==> src/rtl/countdown_timer8.sv <==
// countdown_timer8: loadable down counter with terminal-count pulse.
// Define COUNTDOWN_AUTORELOAD_EN to reload the last loaded value at terminal count.
module countdown_timer8 #(
    parameter int WIDTH = 8
) (
    input  logic             clock,
    input  logic             reset,
    input  logic             load,
    input  logic [WIDTH-1:0] load_value,
    input  logic             enable,
    output logic [WIDTH-1:0] Q,
    output logic             zero,
    output logic             tc_pulse,
    output logic             busy
);
    typedef enum logic [1:0] {IDLE, RUN, DONE} state_t;
    state_t state;
`ifdef COUNTDOWN_AUTORELOAD_EN
    logic [WIDTH-1:0] reload;
`endif
    assign zero = (Q == '0);
    assign busy = (state == RUN);
    // RUN always holds a nonzero Q, so only Q==1 can reach the terminal event
    always_ff @(posedge clock or posedge reset) begin
        if (reset) begin
            Q        <= '0;
            state    <= IDLE;
            tc_pulse <= 1'b0;
`ifdef COUNTDOWN_AUTORELOAD_EN
            reload   <= '0;
`endif
        end else if (load) begin
            Q        <= load_value;
            state    <= (load_value != '0) ? RUN : DONE;
            tc_pulse <= 1'b0;
`ifdef COUNTDOWN_AUTORELOAD_EN
            reload   <= load_value;
`endif
        end else if (state == RUN && enable) begin
            if (Q == WIDTH'(1)) begin
`ifdef COUNTDOWN_AUTORELOAD_EN
                Q     <= reload;
`else
                Q     <= '0;
                state <= DONE;
`endif
                tc_pulse <= 1'b1;
            end else begin
                Q        <= Q - WIDTH'(1);
                tc_pulse <= 1'b0;
            end
        end else begin
            tc_pulse <= 1'b0;
        end
    end
endmodule
==> config.mk <==
export PLATFORM = sky130hd
export DESIGN_NAME = countdown_timer8
export DESIGN_NICKNAME = d
export VERILOG_FILES = /design/src/rtl/countdown_timer8.sv
export SDC_FILE = /design/constraint.sdc
export NUM_CORES = 1
export LEC_CHECK = 0
export BUFFER_PORTS_ARGS = -buffer_cell sky130_fd_sc_hd__buf_2
export CAP_MARGIN = 20
export CORE_UTILIZATION = 45
export CTS_BUF_LIST = sky130_fd_sc_hd__clkbuf_2 sky130_fd_sc_hd__clkbuf_4 sky130_fd_sc_hd__clkbuf_8
export DETAILED_ROUTE_END_ITERATION = 8
export PLACE_DENSITY = 0.72
export SLEW_MARGIN = 10
export SYNTH_ARGS = -nofsm -noshare
export SYNTH_HDL_FRONTEND = slang
export SYNTH_SLANG_ARGS = --single-unit
export TNS_END_PERCENT = 100
==> constraint.sdc <==
create_clock -name clock -period 3.5 [get_ports clock]
set_clock_uncertainty 0.1 [all_clocks]
set_input_delay 0.175 -clock clock [delete_from_list [all_inputs] [get_ports clock]]
set_output_delay 0.175 -clock clock [all_outputs]
set_load 0.05 [all_outputs]
[After elaboration in Yosys (flattened, before gate mapping)]
Cells that the tools add are included.
Word-level totals
  input bits: 12
  output and inout bits: 11
  register bits: 11
  word-level logic and storage cells: 22
Operators by class
  mux-type cells: 10
  add/sub/neg operators: 1
  reductions and logical operators: 6
  equality and inequality tests: 2
Operator list (number)
  $mux 8: 3
  $eq 8x1->1 const B: 1
  $logic_not 8->1: 1
  $mux 2: 4
  $reduce_bool 8->1: 1
  $sub 8x1->8 const B: 1
  $reduce_bool 2->1: 2
  $mux 1: 3
  $eq 2x1->1 const B: 1
  $reduce_and 2->1: 1
  $logic_and 1x1->1: 1

[Longest topological paths before layout]
  depth after elaboration: 4
  mapped depth: 5
  depth with buffers taken out: 5

[Least setup slack after synthesis]
No wires, ideal clock.
  kind: register -> register
  start point: reg Q[1]
  end point: reg Q[2]
  period minus slack after synthesis: 1.779 ns
  path buffers: 0
  setup time: 0.095 ns
  slack: 1.721 ns
  data arrival time: 1.584 ns
  data required time: 3.305 ns
  cell stages (with the launch flop): 6
  cells stage by stage: dfrtp_1 > inv_1 > ha_1 > a31oi_4 > a21oi_1 > o31ai_1
On the way
  word-level cells in the longest chain between the ends: 4
  elaborated cells between the ends (all ways): 5
  classes of those cells: add/sub (1); eq/ne (1); mux (3)
Ends and longest elaborated chain
  start, declared: RTL line 11  | output logic [WIDTH-1:0] Q,
  start signal, assigned: RTL line 33  | Q <= load_value;
  start signal, assigned: RTL line 49  | Q <= Q - WIDTH'(1);
  $sub 8x1->8 or $eq 8x1->1 (tied branches): RTL line 49, 40
  $mux 8 *: RTL line 40  | if (Q == WIDTH'(1)) begin
  $mux 8 *: RTL line 39  | end else if (state == RUN && enable) begin
  $mux 8 *: RTL line 32  | end else if (load) begin
Every way passes the cells marked *; elsewhere a longest branch is shown, timed or not. The select of a mux whose other input is x is not followed.
A chain may end at the register's enable or synchronous reset.

[Final worst setup path]
  start point: reg Q[4]
  end point: out zero
On the way
  word-level cells in the longest chain between the ends: 1
Ends and longest elaborated chain
  $logic_not 8->1: RTL line 21  | assign zero = (Q == '0);
  end, declared: RTL line 12  | output logic zero,
Every way passes these cells.

==> impl_metrics.toml <==
[logic_synthesis]
yosys.area_share.simple_pct = 29.7
synth_edf_count = 0
synth_xor_area_share_pct = 0
yosysUniqueCellTypes = 32
synth-compound-area-share_pct = 23.0
netlist_area_sq_um = 707
synthFlopType = "dfrtp_1"
syn-instance-count = 73
synth_top_cell_area_share_pct = 38.9
post-synth-top-count-cell = "dfrtp_1"
synth-adder-area-share_pct = 3.54
synth_fp_nets = 87
avgSynthCellArea_sq_um = 9.68
synth_top_family_by_area = "simple AND/OR/NAND/NOR gates"
synth_seq_cells = 11
muxShareOfSynthArea_pct = 0
ys_warn_count = 0
yosys-top-cells-area = "dfrtp_1 (39%), nor4_4 (6.0%), inv_1 (3.7%)"
synthTopCellsByCount = "dfrtp_1 (11), inv_1 (7), nand2_1 (6), a21oi_1 (5), nor2_1 (5)"
synth.yosys.seq_area_share_pct = 38.9
synthArstFlopShare_pct = 100
synth_top_area_cell = "dfrtp_1"

[clock_network]
cts_buffers = 3
clkTransAtPathRegs_ps = 70
cts_hold_buf = 1
cts_setup_buffers = 0
htreeDepth = 1
root_buffer = "clkbuf_4"
cts.repair.resized = 0
cts.sinks = 11
cts_tree = "done"
ctsLongestPathBuffers = 2
clk_latency_ps = 270

[global_route]
grt_first_pass_wirelength_mm = 2.81
gr-usage-met3_pct = 2.61
antenna_found_initial = 0
grt_busiest_layer = "met2"
grt_start_max_net_pins = 24
grt_pass1_vias = 614
grt_use_met1_pct = 28.0
use_met2_pct = 32.8
grt.overflow.total = 0
grt_usage_pct = 21.3

[layout]
syn_to_final_growth_pct = 22.8
drive_gt1_share_pct = 34.7
fin_nets = 113
diodes = 0
num-fill-cells = 142

[setup_path]
crit_arrival_ps = 1640
cp.required_ps = 3220
reg2regPathDepth = 4
worstSetupPathType = "reg -> out"
cp_max_fo = 7
critPathMaxStageDelay_ps = 460
crit_family = "simple AND/OR/NAND/NOR gates"
end_kind = "output port"
critPathSlowestCell = "dfrtp_1"
r2r-end = "Q[3]$_DFFE_PP0P_"
timing.rr.start = "Q[4]$_DFFE_PP0P_"
crit_path_start = "Q[4]$_DFFE_PP0P_"
cp-start-kind = "flip-flop"
worstPathCellList = "nor4_4 -> and3_2 -> buf_2"
path_buf_inv = 1
r2r_slack_ps = 1870

[drt]
drtIter0Drc = 13
routed_via_density = 6.05
antenna_left = 0
wire_per_inst_microns = 14.5
drc = 0
wirelength_mm = 1.64
num_vias = 684
drt_pass1_iterations = 4

[sta]
relSlewSlack_pct = 69.6
whs_ps = 16.1
setup-violations-final = 0
maxSlewViolCount = 0
rsz0062_at_grt = "no"
fin_crit_sh_pct = 54.6
tightest_slew_ps = 455
timing.fmax_mhz = 523
tns_ps = 0
period_needed_ps = 1910
hold_viol = 0

[placement]
place_congestion = 0.810
io_buffers = 22
dp_hpwl_mm = 1.15

[power_and_ir_drop]
p_leak_nw = 0.405
p_per_area_mw_per_mm2 = 426
vdd_drop_max_mv = 0.255

[min_path]
hold_end = "Q[1]$_DFFE_PP0P_"
min_from = "load_value[1]"
hp-class = "in -> reg"
min_path_cells = 3

[run_status]
run_status = "complete, no violations"

[die]
fp.dieH_microns = 41.6
core_area_sq_mm = 0.00138
placementRows = 13
die_w_microns = 41.6
die-area_sq_mm = 0.00173
start_util_pct = 51.1
ioPinCount = 23

[job]
maxCapViolCount = 0
-- cell usage in the layout, fill, tap and decap left out, drive strengths merged --
cell / n
nand4: 2
nand3: 2
o211ai: 1
o31a: 1
buf: 22
nor4: 4
nand3b: 1
a221oi: 1
nor2: 6
a31oi: 2
nor2b: 1
nor3: 1
dfrtp: 11
o311ai: 1
a221o: 1
inv: 7
and3: 2
nand4b: 1
nand2: 6
dlygate4sd3: 1
clkbuf: 4
a32oi: 1
o21ai: 5
ha: 2
o31ai: 2
a21oi: 5
or4: 3
a41o: 1
and3b: 1
-- power breakdown --
part | switching [W] | leakage [nW] | internal [W] | total (W)
logic | 0.0000809 | 0.253 | 0.0000351 | 0.000116
registers | 0.0000190 | 0.133 | 0.000138 | 0.000157
clock network | 0.0000448 | 0.0184 | 0.0000520 | 0.0000967
total | 0.000145 | 0.405 | 0.000225 | 0.000370
-- cell families (layout without fill, tap and decap cells) --
logic type,Yosys count,count (layout)
buf+inv,9,34
compound gates,21,21
simple gates,30,30
fa+ha+maj,2,2
flops,11,11
-- how the worst max path moves through the flow --
stage,depth (start not counted),endpoint
3_3_place_gp,3,zero
5_1_grt,3,zero
6_report,3,zero
2_1_floorplan,5,Q[2]$_DFFE_PP0P_
4_1_cts,3,zero
3_5_place_dp,3,zero
-- cell type report --
cell class | instances | area (sq um) | area share (%)
clock buffers | 4 | 30.0 | 3.46
inverters | 7 | 26.3 | 3.03
multi-input cells | 53 | 398 | 45.8
flip-flops and latches | 11 | 275 | 31.7
repair buffers | 23 | 120 | 13.8
well taps | 15 | 18.8 | 2.16
-- flip-flops by register name, indices dropped and copies added (netlist names) --
register,cells
state,2
Q,8
tc_pulse,1
-- per-stage QoR --
step	cell area (sq um)	util, %	total power, W	std cells	setup WS (ps)
floorplan	707	-	0.000244	73	1720
global placement	828	59.9	0.000273	108	1910
detailed placement	828	59.9	0.000275	108	1880
CTS	868	62.8	0.000372	113	1580
global route	868	62.8	0.000385	113	1510
finish	868	62.8	0.000370	113	1590
-- tightest hold or removal path: stages --
cell and delay (ps):
buf_2 80, nand2_1 40, o21ai_0 50
-- routing by layer --
layer / up-vias / wire, microns / share of wire, %
met5: - / 0 / 0
met4: 0 / 47 / 2.9
met3: 5 / 77 / 4.7
met2: 25 / 732 / 45
met1: 327 / 785 / 48
li1: 327 / - / -
(Power assumes the default switching activity.)
